===== src/rtl/fetch_pkg.sv =====
// Shared CPU definitions for the fetch stage: FSM encoding, NOP and the
// default reset PC.
package fetch_pkg;

    typedef enum logic [1:0] {
        ST_IDLE = 2'd0,
        ST_BUSY = 2'd1,
        ST_HOLD = 2'd2,
        ST_KILL = 2'd3
    } fetch_state_e;

    localparam logic [31:0] NOP              = 32'h0000_0000;
    localparam logic [31:0] DEFAULT_RESET_PC = 32'h0000_0000;

endpackage


===== src/rtl/fetch_buf.sv =====
// One-entry skid buffer holding an instruction word and its word address
// while decode is stalled.
module fetch_buf
    import fetch_pkg::*;
(
    input  logic        clk_i,
    input  logic        rst_i,
    input  logic        load_i,
    input  logic        unload_i,
    input  logic        clear_i,
    input  logic [31:0] data_i,
    input  logic [31:0] addr_i,
    output logic [31:0] data_o,
    output logic [31:0] addr_o,
    output logic        valid_o
);

    logic [31:0] data_q, data_d;
    logic [31:0] addr_q, addr_d;
    logic        valid_q, valid_d;

    // Clear wins over load so a squashed word can never be captured.
    always_comb begin
        data_d  = data_q;
        addr_d  = addr_q;
        valid_d = valid_q;
        if (clear_i) begin
            valid_d = 1'b0;
        end else if (load_i) begin
            data_d  = data_i;
            addr_d  = addr_i;
            valid_d = 1'b1;
        end else if (unload_i) begin
            valid_d = 1'b0;
        end
    end

    always_ff @(posedge clk_i or posedge rst_i) begin
        if (rst_i) begin
            data_q  <= NOP;
            addr_q  <= '0;
            valid_q <= 1'b0;
        end else begin
            data_q  <= data_d;
            addr_q  <= addr_d;
            valid_q <= valid_d;
        end
    end

    assign data_o  = data_q;
    assign addr_o  = addr_q;
    assign valid_o = valid_q;

endmodule


===== src/rtl/fetch.sv =====
// Instruction fetch stage: issues word reads, delivers ir/pc to decode,
// absorbs decode stalls with a skid buffer and handles redirects.
module fetch
    import fetch_pkg::*;
#(
    parameter logic [31:0] RESET_PC = DEFAULT_RESET_PC
) (
    input  logic        clk,
    input  logic        rst,
    input  logic        stall,
    input  logic        pc_we,
    input  logic [31:0] pc_data,
    output logic        imem_req,
    output logic [31:0] imem_addr,
    input  logic        imem_ack,
    input  logic [31:0] imem_rdata,
    output logic [31:0] pc,
    output logic [31:0] ir,
    output logic        ir_valid
);

    fetch_state_e state_q, state_d;
    // addr_q is the request address (the fetch PC outside KILL);
    // tgt_q holds the redirect target while the stale request drains.
    logic [31:0]  addr_q, addr_d;
    logic [31:0]  tgt_q, tgt_d;
    logic [31:0]  pc_q, pc_d;
    logic [31:0]  ir_q, ir_d;
    logic         irv_q, irv_d;

    logic         redirect;
    logic         buf_load, buf_unload, buf_clear;
    logic [31:0]  buf_data, buf_addr;
    logic         buf_valid;

    assign redirect = pc_we && irv_q && !stall;

    always_comb begin
        state_d    = state_q;
        addr_d     = addr_q;
        tgt_d      = tgt_q;
        pc_d       = pc_q;
        ir_d       = ir_q;
        irv_d      = irv_q;
        buf_load   = 1'b0;
        buf_unload = 1'b0;
        buf_clear  = 1'b0;
        imem_req   = 1'b0;
        case (state_q)
            ST_IDLE: state_d = ST_BUSY;
            ST_BUSY: begin
                imem_req = 1'b1;
                if (redirect) begin
                    irv_d     = 1'b0;
                    buf_clear = 1'b1;
                    if (imem_ack) begin
                        addr_d = pc_data;
                    end else begin
                        tgt_d   = pc_data;
                        state_d = ST_KILL;
                    end
                end else if (stall) begin
                    if (imem_ack) begin
                        buf_load = 1'b1;
                        addr_d   = addr_q + 32'd1;
                        state_d  = ST_HOLD;
                    end
                end else if (imem_ack) begin
                    ir_d   = imem_rdata;
                    pc_d   = addr_q + 32'd1;
                    irv_d  = 1'b1;
                    addr_d = addr_q + 32'd1;
                end else begin
                    irv_d = 1'b0;
                end
            end
            ST_HOLD: begin
                if (redirect) begin
                    irv_d     = 1'b0;
                    buf_clear = 1'b1;
                    addr_d    = pc_data;
                    state_d   = ST_BUSY;
                end else if (!stall && buf_valid) begin
                    ir_d       = buf_data;
                    pc_d       = buf_addr + 32'd1;
                    irv_d      = 1'b1;
                    buf_unload = 1'b1;
                    state_d    = ST_BUSY;
                end
            end
            ST_KILL: begin
                imem_req = 1'b1;
                if (imem_ack) begin
                    addr_d  = tgt_q;
                    state_d = ST_BUSY;
                end
            end
            default: state_d = ST_IDLE;
        endcase
    end

    always_ff @(posedge clk or posedge rst) begin
        if (rst) begin
            state_q <= ST_IDLE;
            addr_q  <= RESET_PC;
            tgt_q   <= RESET_PC;
            pc_q    <= '0;
            ir_q    <= NOP;
            irv_q   <= 1'b0;
        end else begin
            state_q <= state_d;
            addr_q  <= addr_d;
            tgt_q   <= tgt_d;
            pc_q    <= pc_d;
            ir_q    <= ir_d;
            irv_q   <= irv_d;
        end
    end

    fetch_buf u_buf (
        .clk_i    (clk),
        .rst_i    (rst),
        .load_i   (buf_load),
        .unload_i (buf_unload),
        .clear_i  (buf_clear),
        .data_i   (imem_rdata),
        .addr_i   (addr_q),
        .data_o   (buf_data),
        .addr_o   (buf_addr),
        .valid_o  (buf_valid)
    );

    assign imem_addr = addr_q;
    assign pc        = pc_q;
    assign ir        = ir_q;
    assign ir_valid  = irv_q;

endmodule


===== config.mk =====
export PLATFORM = sky130hd
export DESIGN_NAME = fetch
export DESIGN_NICKNAME = d
export VERILOG_FILES = /design/src/rtl/fetch_pkg.sv /design/src/rtl/fetch_buf.sv /design/src/rtl/fetch.sv
export SDC_FILE = /design/constraint.sdc
export NUM_CORES = 1
export LEC_CHECK = 0
export BUFFER_PORTS_ARGS = -buffer_cell sky130_fd_sc_hd__buf_2
export CAP_MARGIN = 10
export CORE_MARGIN = 10
export CORE_UTILIZATION = 45
export DETAILED_ROUTE_END_ITERATION = 8
export HOLD_SLACK_MARGIN = 0.06
export PLACE_DENSITY = 0.67
export SLEW_MARGIN = 20
export SYNTH_ARGS = -nofsm -noshare
export SYNTH_HDL_FRONTEND = slang
export SYNTH_SLANG_ARGS = --single-unit
export TNS_END_PERCENT = 50

===== constraint.sdc =====
create_clock -name clk -period 14.73 [get_ports clk]
set_input_delay 0 -clock clk [delete_from_list [all_inputs] [get_ports clk]]
set_output_delay 0 -clock clk [all_outputs]
set_load 0.03 [all_outputs]

# Word-level counts from Yosys, hierarchy flattened

Cells that the tools add are included.

Memories kept: 0
RAM bits: 0
Memory bits (read-only): 0
Register bits: 196
Latch bits: 0

Eq/ne operators: 15
Reduce and logical (&&, ||, !) cells: 16
$add $sub $neg: 2
Bitwise gates (word level): 2
Multipliers: 0
Shifts and indexed selects: 0
Muxes and demuxes: 43
$lt $le $gt $ge: 0
Divide/modulo/power cells: 0

Operators with widths:

| kind                    | count |
|---|---|
| $mux W32                | 14 |
| $pmux W32 S2            | 2 |
| $pmux W32 S3            | 1 |
| $add A32 B1 Y32 const B | 2 |
| $mux W1                 | 17 |
| $ne A3 B3 Y1 const B    | 5 |
| $mux W2                 | 7 |
| $ne A2 B2 Y1 const B    | 7 |
| $pmux W2 S4             | 1 |
| $reduce_and A3 Y1       | 2 |
| $reduce_and A6 Y1       | 1 |
| $reduce_bool A3 Y1      | 2 |
| $reduce_and A5 Y1       | 1 |
| $eq A2 B2 Y1 const B    | 2 |
| $reduce_and A4 Y1       | 1 |
| $reduce_or A2 Y1        | 2 |
| $logic_and A1 B1 Y1     | 3 |
| $eq A2 B1 Y1 const B    | 1 |
| $logic_not A2 Y1        | 1 |
| $not A1 Y1              | 2 |
| $pmux W1 S2             | 1 |
| $reduce_and A2 Y1       | 1 |
| $reduce_bool A2 Y1      | 1 |
| $logic_not A1 Y1        | 1 |

# Depth between registers and ports, before layout

Depth in word-level cells: 8
Depth in mapped cells: 10
Gate-level depth less buffers: 7

# By module

From an unflattened synthesis, not the netlist that was laid out.

Cells, all modules: 1013
Area total of the unflattened synthesis: 10585.2 um^2

Modules (own cells, without submodules):

| module    | seq. area each (um^2) | cells each | area each (um^2) | instances |
|---|---|---|---|---|
| fetch     | 3278.1                | 872        | 7840.0           | 1 |
| fetch_buf | 1626.6                | 141        | 2745.1           | 1 |

# Worst setup path before layout

Ideal clock, no wire load.

Path kind: register -> register
Start: reg addr_q[0] (netlist: imem_addr[0])
End: reg pc_q[30] (netlist: pc[30])
Path slack: 12341 ps
Library setup time: 142 ps
Clock period less this slack: 2389 ps
Data arrival time: 2247 ps
Cell stages (with the launch flop): 8
Cells stage by stage: dfrtp_1 > ha_1 > nand3_1 > or4_1 > buf_2 > nor4b_4 > xnor2_1 > o221ai_1

Longest elaborated chain between the ends: 5

Ends and longest elaborated chain:

| element                | RTL line     | text |
|---|---|---|
| start, declared        | fetch.sv:25  | `logic [31:0] addr_q, addr_d;` |
| start signal, assigned | fetch.sv:112 | `addr_q <= addr_d;` |
| $add A32 B1 Y32        | fetch.sv:70  | `pc_d = addr_q + 32'd1;` |
| $mux W32               | fetch.sv:68  | `end else if (imem_ack) begin` |
| $mux W32               | fetch.sv:62  | `end else if (stall) begin` |
| $mux W32               | fetch.sv:53  | `if (redirect) begin` |
| $pmux W32 S2           | fetch.sv:49  | `case (state_q)` |
| end signal, assigned   | fetch.sv:114 | `pc_q <= pc_d;` |
| end, declared          | fetch.sv:27  | `logic [31:0] pc_q, pc_d;` |

Every way passes these cells. The select of a mux whose other input is x is not followed.
A chain may end at the register's enable or synchronous reset.

# Worst setup path in the final report

Start: reg state_q[0]
End: reg pc_q[28] (netlist: pc[28])

Longest elaborated chain between the ends: 3
Elaborated cells on any way between the ends: 10

Ends and longest elaborated chain:

| element                                                             | RTL line     | text |
|---|---|---|
| start, declared                                                     | fetch.sv:22  | `fetch_state_e state_q, state_d;` |
| start signal, assigned                                              | fetch.sv:111 | `state_q <= state_d;` |
| $eq A2 B2 Y1 or $eq A2 B1 Y1 (tied branches)                        | fetch.sv:49  |  |
| $ne A2 B2 Y1 (no source line) or $reduce_bool A2 Y1 (tied branches) | --           |  |
| $reduce_and A6 Y1 (no source line)                                  | --           |  |

Several ways; a longest one is shown, not always the timed one.

==> metrics.cfg <==
[status]
status = completed

[timing]
worst_pin_slew_ns = 1.021
holdWs_ns = 0.2532
timing.final.setup_violations = 0
finClkSkew_ns = 0.01474
final-hold-violation-count = 0
grt_setup_unrepaired = no
max-slew-margin-rel_pct = 31.94
tns_ns = 0
post_layout_min_period_ns = 3.418
maxSlewViolCount = 0
achievable-frequency_mhz = 292.6
period_utilization_post_route_pct = 23.21

[synthesis]
number_of_synthesized_register_bits = 196
postSynthCellCount = 983
post_synthesis_instance_area_sq_mm = 0.01010
synth_top_flop_cell = sky130_fd_sc_hd__dfrtp_1
yosysSeqAreaShare_pct = 48.58
netlist_top_cells_count = sky130_fd_sc_hd__dfrtp_1, sky130_fd_sc_hd__nand2_1, sky130_fd_sc_hd__o21ai_0
synth-edff-count = 0
ys_warn_count = 0
avgSynthCellArea_sq_um = 10.27
postSynth.asyncResetShare_pct = 100.0
synth_fp_nets = 1058
yosys.cell_count.top_type = sky130_fd_sc_hd__dfrtp_1
ys_types = 61
synth.area.top_cells = sky130_fd_sc_hd__dfrtp_1, sky130_fd_sc_hd__mux2_2, sky130_fd_sc_hd__o21ai_0, sky130_fd_sc_hd__nand2_1, sky130_fd_sc_hd__mux2i_1
netlist.area_leader.share_pct = 48.58
yosys.area.top_type = sky130_fd_sc_hd__dfrtp_1

[layout]
sequential_cell_area_sq_mm = 0.004905
antenna_cells = 0
num-fill-cells = 1878
finalNetCount = 1247
drive_gt1_share_pct = 26.86
area_growth_pct = 22.33
multi_input_area_sq_mm = 0.004903

[flow_run]
maximum_capacitance_violations = 0

[cts]
cts_made_buffers = 17
worst_setup_hold_path_clk_slew_ns = 0.07
insertion_delay_ns = 0.44
clock_tree.root_cell = sky130_fd_sc_hd__clkbuf_16
ctsLongestPathBuffers = 2
post_cts_buffers = 0
tritoncts = yes
htree_num_levels = 4
cts_sinks = 196

[critical_path]
crit_path_top_delay_cell = sky130_fd_sc_hd__ha_4
crit_path_frequent_cell = sky130_fd_sc_hd__inv_1
critical_path_arrival_ns = 3.70
timing_worst_setup_path_type = reg -> reg
crit_family = buffers and inverters
worstPathMaxFanout = 61
cp_num_buf_inv = 2
data_required_time_at_the_worst_endpoint_ns = 15.01
critical_path.endpoint_type = flop
path_cells = inv_1 > ha_4 > inv_1 > nand4_1 > nor2_1 > a221oi_1 > o31ai_1
cp-start-kind = flop
critical-path-max-stage-delay_ns = 0.80

[global_route]
globalRouteTotalUtil_pct = 18.66
grt_remaining_overflow = 0
vias_in_the_first_global_route = 7935
wire_length_of_the_first_global_routing_pass_mm = 43.39
maximum_number_of_pins_on_one_net_before_global_route_repair = 122
antenna_found_initial = 0

[die]
core.rowCount = 54
chipHeight_um = 169.8
design.core.area_sq_mm = 0.02196
die_area_sq_mm = 0.02883
floorplan.io_pins = 167
fp.dieW_um = 169.8
floorplan.initialDensity_pct = 45.98

[power_and_ir_drop]
p_leak_uw = 0.005485
vdd_ir_drop_max_v = 0.00009297
powerDensity_mw_per_mm2 = 228.6

[placed_design]
buffers_on_ports = 166
finalWeightedCongestion = 0.8747
hpwl_dp_mm = 18.74

[routing]
iteration_count_of_the_initial_detailed_routing_pass = 7
drtAntennaViolNets = 0
routed_wirelength_normalized_by_instance_count_um = 18.33
avgViaCountPerCell = 5.615
drc = 0
wl_final_mm = 26.83
route.vias.total = 8221
detail_route.iter0.violations = 671

[hold_path]
holdCritPathClass = in -> async

## per-layer routing
metal / up-vias / track usage, % / share of wire, %
li1: 3980 / - / -
met1: 3962 / 25.80 / 47
met2: 244 / 28.42 / 45
met3: 35 / 4.094 / 6.2
met4: 0 / 6.143 / 1.9
met5: - / 0 / 0
## flip-flops by register name, indices dropped and copies added (netlist names)
| name | cells |
|---|---|
| pc | 32 |
| u_buf.addr_o | 32 |
| u_buf.data_o | 32 |
| tgt_q | 32 |
| imem_addr | 32 |
| u_buf.valid_o | 1 |
| ir | 32 |
| ir_valid | 1 |
| state_q | 2 |
## repair_timing
| action | in CTS | in global routing |
|---|---|---|
| hold buffers | 68 | 0 |
| hold endpoints to repair | 249 | 0 |
| resized for setup | 0 | 0 |
## final cells by class
type                            instances  share of cell area, %
Clock buffer                           18                  3.475
Clock inverter                         13                  1.216
Inverter                               15                 0.5167
Multi-Input combinational cell        703                  39.70
Sequential cell                       196                  39.71
Tap cell                              280                  2.837
Timing Repair Buffer                  239                  12.54
## cell families after synthesis
group           share of synthesized area, %
flops                                  48.58
fa+ha+maj                             0.7436
compound gates                         13.53
xor+xnor                               4.424
simple gates                           14.60
buf+inv                                3.259
mux                                    14.86
## placed cells by master, fill, tap and decap left out, types with 23 or more instances in the layout
master and instances:
sky130_fd_sc_hd__a21oi_1 23, sky130_fd_sc_hd__xor2_1 25, sky130_fd_sc_hd__mux2_2 95, sky130_fd_sc_hd__nor2_1 31
sky130_fd_sc_hd__buf_2 166, sky130_fd_sc_hd__nand3_1 39, sky130_fd_sc_hd__dlygate4sd3_1 68, sky130_fd_sc_hd__dfrtp_1 196
sky130_fd_sc_hd__nand4_1 25, sky130_fd_sc_hd__nand2_1 125, sky130_fd_sc_hd__xnor2_1 26, sky130_fd_sc_hd__mux2i_1 43
sky130_fd_sc_hd__o21ai_0 96
## worst register-to-register path, delay by kind of cell (launching register included)
kind | cells | cell delay, ns
flip-flops | 1 | 0.42
buffers and inverters | 2 | 0.83
AO/OA/AOI/OAI | 2 | 0.42
AND/OR/NAND/NOR | 2 | 0.79
adder cells (fa/ha/maj) | 1 | 0.80
## per-stage QoR
stage	utilization [%]	setup slack [ns]	total power, uW	area, sq um	std cells
after floorplan	-	9.389	1970	10100	983
after global placement	50.49	11.13	2316	11090	1365
after detailed placement	50.49	11.07	2354	11090	1365
after CTS	56.23	11.08	2837	12350	1464
after global routing	56.25	10.99	3024	12350	1464
final	56.25	11.31	2824	12350	1464
## power by group
group          internal (uW)  switching [uW]  leakage, uW
sequential               796             241      0.00240
clock                    253             212     0.000277
combinational            506             816      0.00281
## worst paths after layout
kind                        startpoint  slack, ns  cells after the start         end
max reg2reg                 state_q[0]      11.31                      7      pc[28]
min reg2reg                      pc[4]       0.47                      2       pc[4]
max                         state_q[0]      11.31                      7      pc[28]
max in group asynchronous          rst      12.91                      4  state_q[1]
min in group clk           pc_data[25]       0.33                      3   tgt_q[25]
min                                rst       0.25                      3      ir[14]
No activity file was read; power rests on OpenSTA's default activity.
